File: config.mk
export PLATFORM = sky130hd
export DESIGN_NAME = sb_burst_master_flat
export DESIGN_NICKNAME = d
export VERILOG_FILES = /design/src/rtl/sb_burst_master_pkg.sv /design/src/rtl/sb_burst_master_if.sv /design/src/rtl/sb_sync_fifo.sv /design/src/rtl/sb_burst_master.sv /design/src/flat_wrapper.sv
export SDC_FILE = /design/constraint.sdc
export NUM_CORES = 2
export LEC_CHECK = 0
export ABC_AREA = 0
export BUFFER_PORTS_ARGS = -buffer_cell sky130_fd_sc_hd__buf_2
export CAP_MARGIN = 40
export CORE_MARGIN = 4
export CORE_UTILIZATION = 40
export DETAILED_ROUTE_END_ITERATION = 10
export GPL_ROUTABILITY_DRIVEN = 1
export SLEW_MARGIN = 20
export SYNTH_ARGS = -nofsm -noshare
export SYNTH_HDL_FRONTEND = slang
export SYNTH_SLANG_ARGS = --single-unit
File: constraint.sdc
create_clock -name sb_clock_i -period 9.7 [get_ports sb_clock_i]
set_input_delay 0.97 -clock sb_clock_i [delete_from_list [all_inputs] [get_ports sb_clock_i]]
set_output_delay 0.97 -clock sb_clock_i [all_outputs]
set_load 0.01 [all_outputs]
File: src/rtl/sb_burst_master_pkg.sv
`default_nettype none
// ============================================================================
//  Module      : sb_burst_master_pkg
//  Description : Shared types and constants for the system-bus burst master:
//                FSM state encoding, bus field widths, byte-enable pattern.
//  Revision    : 1.0  initial release
// ============================================================================
package sb_burst_master_pkg;

    localparam int c_SB_ADDR_W = 32;
    localparam int c_SB_DATA_W = 32;
    localparam int c_SB_BE_W   = 4;
    localparam int c_SB_SIZE_W = 8;

    localparam logic [c_SB_BE_W-1:0] BYTE_EN_ALL = 4'hF;

    typedef enum logic [3:0] {
        S_IDLE      = 4'd0,
        S_WAIT_DATA = 4'd1,
        S_REQ       = 4'd2,
        S_BEGIN     = 4'd3,
        S_RDATA     = 4'd4,
        S_WDATA     = 4'd5,
        S_WEND      = 4'd6,
        S_DONE      = 4'd7,
        S_ERR       = 4'd8
    } sb_state_e;

endpackage
`default_nettype wire

File: src/rtl/sb_burst_master_if.sv
`default_nettype none
// ============================================================================
//  Module      : sb_burst_master_if
//  Description : Shared OR-bus signal bundle between a burst master and the
//                arbiter/slave side.
//  Ports       : master modport drives request/begin/address-data/byte
//                enables/burst size/direction/end/data valid and receives
//                grant/data/end/data valid/busy/error; slave is the mirror.
//  Revision    : 1.0  initial release
// ============================================================================
interface sb_burst_master_if;
    import sb_burst_master_pkg::*;

    logic                   sb_request_o;
    logic                   sb_grant_i;
    logic                   sb_begin_transaction_o;
    logic [c_SB_DATA_W-1:0] sb_address_data_o;
    logic [c_SB_BE_W-1:0]   sb_byte_enables_o;
    logic [c_SB_SIZE_W-1:0] sb_burst_size_o;
    logic                   sb_read_n_write_o;
    logic                   sb_end_transaction_o;
    logic                   sb_data_valid_o;
    logic [c_SB_DATA_W-1:0] sb_address_data_i;
    logic                   sb_end_transaction_i;
    logic                   sb_data_valid_i;
    logic                   sb_busy_i;
    logic                   sb_error_i;

    modport master (
        output sb_request_o, sb_begin_transaction_o, sb_address_data_o,
               sb_byte_enables_o, sb_burst_size_o, sb_read_n_write_o,
               sb_end_transaction_o, sb_data_valid_o,
        input  sb_grant_i, sb_address_data_i, sb_end_transaction_i,
               sb_data_valid_i, sb_busy_i, sb_error_i
    );

    modport slave (
        input  sb_request_o, sb_begin_transaction_o, sb_address_data_o,
               sb_byte_enables_o, sb_burst_size_o, sb_read_n_write_o,
               sb_end_transaction_o, sb_data_valid_o,
        output sb_grant_i, sb_address_data_i, sb_end_transaction_i,
               sb_data_valid_i, sb_busy_i, sb_error_i
    );

endinterface
`default_nettype wire

File: src/rtl/sb_sync_fifo.sv
`default_nettype none
// ============================================================================
//  Module      : sb_sync_fifo
//  Description : Single-clock FIFO with fill level and synchronous flush.
//                Push when full and pop when empty are ignored.
//  Ports       : clk, rst_n (async active-low), i_flush, i_push/i_wdata,
//                i_pop, o_rdata (head, valid when o_level != 0), o_level.
//  Revision    : 1.0  initial release
// ============================================================================
module sb_sync_fifo #(
    parameter int WIDTH = 32,
    parameter int DEPTH = 32
) (
    input  wire                          clk,
    input  wire                          rst_n,
    input  wire                          i_flush,
    input  wire                          i_push,
    input  wire  [WIDTH-1:0]             i_wdata,
    input  wire                          i_pop,
    output logic [WIDTH-1:0]             o_rdata,
    output logic [$clog2(DEPTH+1)-1:0]   o_level
);

    localparam int c_PTR_W = (DEPTH > 1) ? $clog2(DEPTH) : 1;
    localparam int c_LVL_W = $clog2(DEPTH+1);

    logic [WIDTH-1:0]   r_mem [DEPTH];
    logic [c_PTR_W-1:0] r_wr_ptr;
    logic [c_PTR_W-1:0] r_rd_ptr;
    logic [c_LVL_W-1:0] r_level;
    logic               w_do_push;
    logic               w_do_pop;

    // Explicit wrap keeps non-power-of-two depths correct.
    function automatic logic [c_PTR_W-1:0] next_ptr(input logic [c_PTR_W-1:0] p);
        return (p == c_PTR_W'(DEPTH-1)) ? '0 : p + 1'b1;
    endfunction

    assign w_do_push = i_push && (r_level != c_LVL_W'(DEPTH));
    assign w_do_pop  = i_pop  && (r_level != '0);

    always_ff @(posedge clk) begin
        if (w_do_push && !i_flush) begin
            r_mem[r_wr_ptr] <= i_wdata;
        end
    end

    always_ff @(posedge clk or negedge rst_n) begin
        if (!rst_n) begin
            r_wr_ptr <= '0;
            r_rd_ptr <= '0;
            r_level  <= '0;
        end else if (i_flush) begin
            r_wr_ptr <= '0;
            r_rd_ptr <= '0;
            r_level  <= '0;
        end else begin
            if (w_do_push) r_wr_ptr <= next_ptr(r_wr_ptr);
            if (w_do_pop)  r_rd_ptr <= next_ptr(r_rd_ptr);
            if (w_do_push && !w_do_pop)      r_level <= r_level + 1'b1;
            else if (!w_do_push && w_do_pop) r_level <= r_level - 1'b1;
        end
    end

    assign o_rdata = r_mem[r_rd_ptr];
    assign o_level = r_level;

endmodule
`default_nettype wire

File: src/rtl/sb_burst_master.sv
`default_nettype none
// ============================================================================
//  Module      : sb_burst_master
//  Description : System-bus burst master. Takes one read/write command of up
//                to 65535 words and splits it into arbitrated bursts that
//                never cross a MAX_BURST*4-byte aligned boundary. Data flows
//                through a write FIFO and a read FIFO (sb_sync_fifo).
//  Ports       : sb_clock_i / sb_reset_n_i (async active-low)
//                cmd_*  : command handshake (ready only in IDLE)
//                wr_*   : write-data FIFO push side
//                rd_*   : read-data FIFO pop side
//                done_o : completion pulse, error_o : sticky error
//                sb     : OR-bus master modport (zero when not driving)
//  Options     : `define SB_BURST_MASTER_TIMEOUT_EN enables a watchdog that
//                forces the error path after TIMEOUT_CYCLES idle bus cycles.
//  Revision    : 1.0  initial release
// ============================================================================
module sb_burst_master
    import sb_burst_master_pkg::*;
#(
    parameter int MAX_BURST      = 16,
    parameter int FIFO_DEPTH     = 32,
    parameter int TIMEOUT_CYCLES = 1024
) (
    input  wire          sb_clock_i,
    input  wire          sb_reset_n_i,
    input  wire          cmd_valid_i,
    output logic         cmd_ready_o,
    input  wire          cmd_write_i,
    input  wire  [31:0]  cmd_addr_i,
    input  wire  [15:0]  cmd_count_i,
    input  wire  [31:0]  wr_data_i,
    input  wire          wr_valid_i,
    output logic         wr_ready_o,
    output logic [31:0]  rd_data_o,
    output logic         rd_valid_o,
    input  wire          rd_ready_i,
    output logic         done_o,
    output logic         error_o,
    sb_burst_master_if.master sb
);

    localparam int c_LVL_W = $clog2(FIFO_DEPTH+1);

    sb_state_e    r_state, w_state_nxt;
    logic [31:0]  r_addr;
    logic [15:0]  r_remaining;
    logic         r_write;
    logic         r_error;
    logic [8:0]   r_beat_cnt;

    logic [8:0]   w_word_off, w_to_bound, w_beats, w_rcv;
    logic [c_LVL_W-1:0] w_rd_level, w_wr_level;
    logic [31:0]  w_wr_head;
    logic         w_rd_ok, w_wr_ok;
    logic         w_rd_push, w_wr_pop, w_wr_flush;
    logic         w_beat_inc, w_burst_done, w_timeout;

    // Burst length: remaining words, clipped at the next MAX_BURST-word
    // aligned boundary (which also caps it at MAX_BURST).
    assign w_word_off = 9'((r_addr >> 2) & 32'(MAX_BURST-1));
    assign w_to_bound = 9'(MAX_BURST) - w_word_off;
    assign w_beats    = (r_remaining < 16'(w_to_bound)) ? r_remaining[8:0] : w_to_bound;

    assign w_rd_ok = (32'(FIFO_DEPTH) - 32'(w_rd_level)) >= 32'(w_beats);
    assign w_wr_ok = 32'(w_wr_level) >= 32'(w_beats);

    // Words received in this burst including the one arriving this cycle.
    assign w_rcv = r_beat_cnt + 9'(w_rd_push);

    sb_sync_fifo #(.WIDTH(32), .DEPTH(FIFO_DEPTH)) u_wr_fifo (
        .clk     (sb_clock_i),
        .rst_n   (sb_reset_n_i),
        .i_flush (w_wr_flush),
        .i_push  (wr_valid_i),
        .i_wdata (wr_data_i),
        .i_pop   (w_wr_pop),
        .o_rdata (w_wr_head),
        .o_level (w_wr_level)
    );

    sb_sync_fifo #(.WIDTH(32), .DEPTH(FIFO_DEPTH)) u_rd_fifo (
        .clk     (sb_clock_i),
        .rst_n   (sb_reset_n_i),
        .i_flush (1'b0),
        .i_push  (w_rd_push),
        .i_wdata (sb.sb_address_data_i),
        .i_pop   (rd_ready_i),
        .o_rdata (rd_data_o),
        .o_level (w_rd_level)
    );

`ifdef SB_BURST_MASTER_TIMEOUT_EN
    localparam int c_WDOG_W = $clog2(TIMEOUT_CYCLES+1);
    logic [c_WDOG_W-1:0] r_wdog;
    logic w_wdog_run, w_wdog_clr;

    assign w_wdog_run = (r_state == S_REQ) || (r_state == S_RDATA) || (r_state == S_WDATA);
    assign w_wdog_clr = ((r_state == S_REQ)   && sb.sb_grant_i) ||
                        ((r_state == S_RDATA) && sb.sb_data_valid_i) ||
                        ((r_state == S_WDATA) && !sb.sb_busy_i);
    assign w_timeout  = w_wdog_run && !w_wdog_clr &&
                        (r_wdog == c_WDOG_W'(TIMEOUT_CYCLES-1));

    always_ff @(posedge sb_clock_i or negedge sb_reset_n_i) begin
        if (!sb_reset_n_i)                   r_wdog <= '0;
        else if (!w_wdog_run || w_wdog_clr)  r_wdog <= '0;
        else                                 r_wdog <= r_wdog + 1'b1;
    end
`else
    assign w_timeout = 1'b0;
`endif

    always_ff @(posedge sb_clock_i or negedge sb_reset_n_i) begin
        if (!sb_reset_n_i) r_state <= S_IDLE;
        else               r_state <= w_state_nxt;
    end

    always_comb begin
        w_state_nxt               = r_state;
        sb.sb_request_o           = 1'b0;
        sb.sb_begin_transaction_o = 1'b0;
        sb.sb_address_data_o      = '0;
        sb.sb_byte_enables_o      = '0;
        sb.sb_burst_size_o        = '0;
        sb.sb_read_n_write_o      = 1'b0;
        sb.sb_end_transaction_o   = 1'b0;
        sb.sb_data_valid_o        = 1'b0;
        w_rd_push                 = 1'b0;
        w_wr_pop                  = 1'b0;
        w_wr_flush                = 1'b0;
        w_beat_inc                = 1'b0;
        w_burst_done              = 1'b0;
        done_o                    = 1'b0;

        case (r_state)
            S_IDLE: begin
                if (cmd_valid_i)
                    w_state_nxt = (cmd_count_i == 16'd0) ? S_DONE : S_WAIT_DATA;
            end
            S_WAIT_DATA: begin
                if (r_write ? w_wr_ok : w_rd_ok) w_state_nxt = S_REQ;
            end
            S_REQ: begin
                sb.sb_request_o = 1'b1;
                if (w_timeout)           w_state_nxt = S_ERR;
                else if (sb.sb_grant_i)  w_state_nxt = S_BEGIN;
            end
            S_BEGIN: begin
                sb.sb_begin_transaction_o = 1'b1;
                sb.sb_address_data_o      = r_addr;
                sb.sb_byte_enables_o      = BYTE_EN_ALL;
                sb.sb_burst_size_o        = 8'(w_beats - 9'd1);
                sb.sb_read_n_write_o      = !r_write;
                if (sb.sb_error_i) w_state_nxt = S_ERR;
                else               w_state_nxt = r_write ? S_WDATA : S_RDATA;
            end
            S_RDATA: begin
                if (sb.sb_error_i || w_timeout) begin
                    w_state_nxt = S_ERR;
                end else begin
                    // Beats beyond the requested length are dropped.
                    if (sb.sb_data_valid_i && (r_beat_cnt < w_beats)) begin
                        w_rd_push  = 1'b1;
                        w_beat_inc = 1'b1;
                    end
                    if (sb.sb_end_transaction_i) begin
                        if (w_rcv == w_beats) w_burst_done = 1'b1;
                        else                  w_state_nxt  = S_ERR;
                    end
                end
            end
            S_WDATA: begin
                sb.sb_data_valid_o   = 1'b1;
                sb.sb_address_data_o = w_wr_head;
                if (sb.sb_error_i || w_timeout) begin
                    w_state_nxt = S_ERR;
                end else if (!sb.sb_busy_i) begin
                    w_wr_pop   = 1'b1;
                    w_beat_inc = 1'b1;
                    if (r_beat_cnt == w_beats - 9'd1) w_state_nxt = S_WEND;
                end
            end
            S_WEND: begin
                sb.sb_end_transaction_o = 1'b1;
                if (sb.sb_error_i) w_state_nxt  = S_ERR;
                else               w_burst_done = 1'b1;
            end
            S_ERR: begin
                w_wr_flush  = 1'b1;
                w_state_nxt = S_DONE;
            end
            S_DONE: begin
                done_o      = 1'b1;
                w_state_nxt = S_IDLE;
            end
            default: w_state_nxt = S_IDLE;
        endcase

        if (w_burst_done)
            w_state_nxt = (r_remaining == 16'(w_beats)) ? S_DONE : S_WAIT_DATA;
    end

    always_ff @(posedge sb_clock_i or negedge sb_reset_n_i) begin
        if (!sb_reset_n_i) begin
            r_addr      <= '0;
            r_remaining <= '0;
            r_write     <= 1'b0;
            r_error     <= 1'b0;
            r_beat_cnt  <= '0;
        end else begin
            if ((r_state == S_IDLE) && cmd_valid_i) begin
                r_addr      <= cmd_addr_i & 32'hFFFF_FFFC;
                r_remaining <= cmd_count_i;
                r_write     <= cmd_write_i;
                r_error     <= 1'b0;
            end
            if (r_state == S_ERR) r_error <= 1'b1;
            if (r_state == S_BEGIN)  r_beat_cnt <= '0;
            else if (w_beat_inc)     r_beat_cnt <= r_beat_cnt + 1'b1;
            if (w_burst_done) begin
                r_addr      <= r_addr + {21'd0, w_beats, 2'b00};
                r_remaining <= r_remaining - 16'(w_beats);
            end
        end
    end

    assign cmd_ready_o = (r_state == S_IDLE);
    assign wr_ready_o  = (w_wr_level != c_LVL_W'(FIFO_DEPTH));
    assign rd_valid_o  = (w_rd_level != '0);
    assign error_o     = r_error;

endmodule
`default_nettype wire

File: src/flat_wrapper.sv
// flat-port wrapper written by rule: the top's interface ports become plain ports
module sb_burst_master_flat import sb_burst_master_pkg::*;
#(
    parameter int MAX_BURST      = 16,
    parameter int FIFO_DEPTH     = 32,
    parameter int TIMEOUT_CYCLES = 1024
)
  (sb_clock_i, sb_reset_n_i, cmd_valid_i, cmd_ready_o, cmd_write_i, cmd_addr_i, cmd_count_i, wr_data_i, wr_valid_i, wr_ready_o, rd_data_o, rd_valid_o, rd_ready_i, done_o, error_o, sb_sb_request_o, sb_sb_begin_transaction_o, sb_sb_address_data_o, sb_sb_byte_enables_o, sb_sb_burst_size_o, sb_sb_read_n_write_o, sb_sb_end_transaction_o, sb_sb_data_valid_o, sb_sb_grant_i, sb_sb_address_data_i, sb_sb_end_transaction_i, sb_sb_data_valid_i, sb_sb_busy_i, sb_sb_error_i);
  sb_burst_master_if sb_i ();
  input  wire sb_clock_i;
  input  wire sb_reset_n_i;
  input  wire cmd_valid_i;
  output logic cmd_ready_o;
  input  wire cmd_write_i;
  input  wire  [31:0] cmd_addr_i;
  input  wire  [15:0] cmd_count_i;
  input  wire  [31:0] wr_data_i;
  input  wire wr_valid_i;
  output logic wr_ready_o;
  output logic [31:0] rd_data_o;
  output logic rd_valid_o;
  input  wire rd_ready_i;
  output logic done_o;
  output logic error_o;
  output wire logic [$bits(sb_i.sb_request_o)-1:0] sb_sb_request_o;
  output wire logic [$bits(sb_i.sb_begin_transaction_o)-1:0] sb_sb_begin_transaction_o;
  output wire logic [$bits(sb_i.sb_address_data_o)-1:0] sb_sb_address_data_o;
  output wire logic [$bits(sb_i.sb_byte_enables_o)-1:0] sb_sb_byte_enables_o;
  output wire logic [$bits(sb_i.sb_burst_size_o)-1:0] sb_sb_burst_size_o;
  output wire logic [$bits(sb_i.sb_read_n_write_o)-1:0] sb_sb_read_n_write_o;
  output wire logic [$bits(sb_i.sb_end_transaction_o)-1:0] sb_sb_end_transaction_o;
  output wire logic [$bits(sb_i.sb_data_valid_o)-1:0] sb_sb_data_valid_o;
  input wire logic [$bits(sb_i.sb_grant_i)-1:0] sb_sb_grant_i;
  input wire logic [$bits(sb_i.sb_address_data_i)-1:0] sb_sb_address_data_i;
  input wire logic [$bits(sb_i.sb_end_transaction_i)-1:0] sb_sb_end_transaction_i;
  input wire logic [$bits(sb_i.sb_data_valid_i)-1:0] sb_sb_data_valid_i;
  input wire logic [$bits(sb_i.sb_busy_i)-1:0] sb_sb_busy_i;
  input wire logic [$bits(sb_i.sb_error_i)-1:0] sb_sb_error_i;
  assign sb_sb_request_o = sb_i.sb_request_o;
  assign sb_sb_begin_transaction_o = sb_i.sb_begin_transaction_o;
  assign sb_sb_address_data_o = sb_i.sb_address_data_o;
  assign sb_sb_byte_enables_o = sb_i.sb_byte_enables_o;
  assign sb_sb_burst_size_o = sb_i.sb_burst_size_o;
  assign sb_sb_read_n_write_o = sb_i.sb_read_n_write_o;
  assign sb_sb_end_transaction_o = sb_i.sb_end_transaction_o;
  assign sb_sb_data_valid_o = sb_i.sb_data_valid_o;
  assign sb_i.sb_grant_i = sb_sb_grant_i;
  assign sb_i.sb_address_data_i = sb_sb_address_data_i;
  assign sb_i.sb_end_transaction_i = sb_sb_end_transaction_i;
  assign sb_i.sb_data_valid_i = sb_sb_data_valid_i;
  assign sb_i.sb_busy_i = sb_sb_busy_i;
  assign sb_i.sb_error_i = sb_sb_error_i;
  sb_burst_master #(.MAX_BURST(MAX_BURST), .FIFO_DEPTH(FIFO_DEPTH), .TIMEOUT_CYCLES(TIMEOUT_CYCLES)) u_core (.sb_clock_i(sb_clock_i), .sb_reset_n_i(sb_reset_n_i), .cmd_valid_i(cmd_valid_i), .cmd_ready_o(cmd_ready_o), .cmd_write_i(cmd_write_i), .cmd_addr_i(cmd_addr_i), .cmd_count_i(cmd_count_i), .wr_data_i(wr_data_i), .wr_valid_i(wr_valid_i), .wr_ready_o(wr_ready_o), .rd_data_o(rd_data_o), .rd_valid_o(rd_valid_o), .rd_ready_i(rd_ready_i), .done_o(done_o), .error_o(error_o), .sb(sb_i));
endmodule
==> reports/qor.txt <==
status: finished clean
Startpoint Class: register
width of the die: 470 microns
setup TNS: 0 ns
setup repair bufs after CTS: 0
CTS Hold Buffers Added: 0
total number of vias: 41,100
row count: 169
Syn Area/Cell: 21.6 sq um
WP buf/inv: 5
Post-synth EDFFs: 2,048
initial antenna violation count: 34
Pwr Density: 263 nW/um^2
I/O Pins: 209
WL met2: 106 mm
Pleak: 0.0308 uW
fin crit share: 84.6%
global-route usage over all layers: 18.8%
Synth Instances: 3,943
initial drt markers: 4,025
YS warnings: 0
drc violations: 0
die area: 221,000 sq um
routed wl met3: 11.9 mm
Final #Nets: 4,499
Slowest-stage cell, CP: buf_4
layout cells sized above 1: 31.3%
WP data required: 10.43 ns
CP Class: register to register
M1 WL: 83.9 mm
post-CTS sizing: 0
worst slew pin tran: 0.973 ns
post-synthesis async set-or-reset flop share: 4.34%
crit-path max FO: 67
grt total ovfl: 0
number of distinct library cells after synthesis: 78
pin count of the biggest net entering global routing: 108
Area Overhead vs Synth: 14.8%
CP Capture Type: register
maximum clock rate: 0.122 GHz
Peak VDD IR: 0.000208 V
dpl hpwl: 119 mm
Hold Vio Cnt, Final: 0
RePlAce Congestion: 0.834
starting density of the core: 40.2%
Seq cells post-synth: 2,141
# setup viols final: 0
Root Buffer: clkbuf_16
Via density: 5.62
DRT antenna net count: 0
CTS Buf Count: 212
CTS H-tree lvls: 4
die height: 470 microns
IO buf count: 206
crit-path leading delay family: compound AO/OA/AOI/OAI gates
first-pass GRT wire length: 303 mm
hold crit path type: input pin to asynchronous set/reset pin
post-synthesis sequential area ratio: 74.8%
final slew viol count: 0
CTS clk-pin slew, worst paths: 0.06 ns
WL final: 209 mm
CTS Buffer Depth: 3
mapped cell area: 85,300 sq um
Core ar.: 212,000 sq um
Layout Utilization: 46.2%
main flop type after synthesis: edfxtp_1
WL/cell: 28.6 microns
Largest stage delay, worst path: 0.60 ns
CTS tree: done
Clk Latency, worst-skew pair: 0.85 ns
clk_skew: 0.0579 ns
Worst EP arrival: 8.94 ns
CP dominant cell by count: ha_1
First-pass DRT Iterations: 8
# Max-Cap Violations: 0
clock sink count: 2,141
Final Critical Period: 8.21 ns
Slew HR: 35.1%
vias in the first global route: 41,800
unrepaired setup endpoints after global routing: false
highest routed layer: met5
worst register-to-register path, delay by kind of cell (launching register included):
| family | cells | cell delay (ns) |
|---|---|---|
| compound gates | 11 | 2.40 |
| simple gates | 9 | 2.03 |
| flops | 1 | 0.47 |
| buf+inv | 5 | 1.42 |
| fa+ha+maj | 5 | 1.32 |
| mux | 1 | 0.15 |
| xor+xnor | 1 | 0.30 |
cell families (layout without fill, tap and decap cells):
logic type,Yosys count,after routing,share of synthesized area [%]
other,2,21,0.00881
XOR/XNOR,46,46,0.489
flip-flops,2141,2141,74.8
multiplexers,736,736,18.1
AO/OA/AOI/OAI,241,241,1.83
buffers and inverters,251,779,1.16
AND/OR/NAND/NOR,452,452,2.47
adder cells (fa/ha/maj),74,74,1.12
placed cells by master, fill, tap and decap left out, types with 55 or more instances in the layout:
cell type,netlist,routed
mux2i_1,56,56
buf_2,6,205
dfrtp_1,93,83
edfxtp_1,2048,2048
ha_1,70,70
nor2_1,164,104
clkinv_1,0,55
o21ai_0,72,72
buf_4,8,111
nand2_1,127,127
clkbuf_16,0,213
nor2_4,0,60
clkbuf_1,148,57
mux4_2,640,640
final timing paths:
check	to	from	cells past startpoint	slack [ns]
worst max-delay path	u_core.r_addr[27]$_DFFE_PN0P_	u_core.r_addr[2]$_DFFE_PN0P_	32	1.49
worst min-delay path	u_core.r_state[0]$_DFFE_PN0P_	sb_reset_n_i	1	0.11
worst max register to register	u_core.r_addr[27]$_DFFE_PN0P_	u_core.r_addr[2]$_DFFE_PN0P_	32	1.49
worst min register to register	u_core.error_o$_DFFE_PN0P_	u_core.error_o$_DFFE_PN0P_	1	0.51
max in group asynchronous	u_core.u_wr_fifo.r_rd_ptr[2]$_DFFE_PN0P_	sb_reset_n_i	3	8.56
min in group sb_clock_i	u_core.r_addr[15]$_DFFE_PN0P_	cmd_addr_i[15]	3	0.32
cell usage after synthesis (all sizes together) (8+ instances only):
master	n	area, sq um
dfrtp	93	2330
o21ai	75	375
nor2	165	622
xnor2	25	219
nand4	10	62.6
buf	62	278
nor3	22	110
edfxtp	2048	61500
o211ai	13	97.6
clkbuf	148	556
or3	9	56.3
nand3b	11	82.6
and3	10	62.6
ha	70	876
xor2	20	175
mux2i	56	561
a21o	13	97.6
nand3	33	165
a21oi	49	245
mux4	640	14400
mux2	40	450
nor4	12	90.1
o22ai	10	62.6
nand2	128	483
nand2b	12	75.1
inv	41	154
and2	9	56.3
a31oi	8	50.1
o21a	12	90.1
metal layers:
| metal | vias to the layer above | global-route usage (%) |
|---|---|---|
| met2 | 1296 | 31.8 |
| met5 | - | 0 |
| met1 | 22100 | 24.9 |
| li1 | 17300 | - |
| met4 | 18 | 6.06 |
| met3 | 332 | 3.43 |
metrics by stage:
step,cell area [sq um],instances,power [uW],worst slack [ns],hold WS (ns)
2_1_floorplan,85300,3953,15600,2.16,0.459
3_3_place_gp,90400,6875,17900,1.68,0.487
3_5_place_dp,91000,6904,18100,1.58,0.495
4_1_cts,97800,7297,26100,1.54,0.0591
5_1_grt,97900,7305,26900,0.721,0.111
6_report,97900,7311,25800,1.49,0.113
power by group:
part	switching (uW)	leakage (uW)	internal, uW
clock network	3510	0.00325	4480
logic	3560	0.00796	3210
registers	487	0.0196	10500
layout make-up:
class / count / area (sq um)
Fill cell: 17500 / 114000
Sequential cell: 2141 / 63900
Multi-Input combinational cell: 1561 / 21000
Clock buffer: 272 / 5570
Tap cell: 2821 / 3530
Timing Repair Buffer: 345 / 2560
Clock inverter: 121 / 1200
Inverter: 41 / 154
Antenna cell: 9 / 22.5
state kept, by name, summed over array words and instances (netlist names):
name,count
u_core.u_rd_fifo.r_mem,1024
u_core.r_write,1
u_core.u_rd_fifo.r_wr_ptr,5
u_core.r_remaining,16
u_core.u_wr_fifo.r_mem,1024
u_core.u_rd_fifo.o_level,6
u_core.r_beat_cnt,9
u_core.u_rd_fifo.r_rd_ptr,5
u_core.u_wr_fifo.o_level,6
u_core.u_wr_fifo.r_wr_ptr,5
u_core.u_wr_fifo.r_rd_ptr,5
u_core.r_addr,30
u_core.error_o,1
u_core.r_state,4
Power figures use the tool's default switching activity.
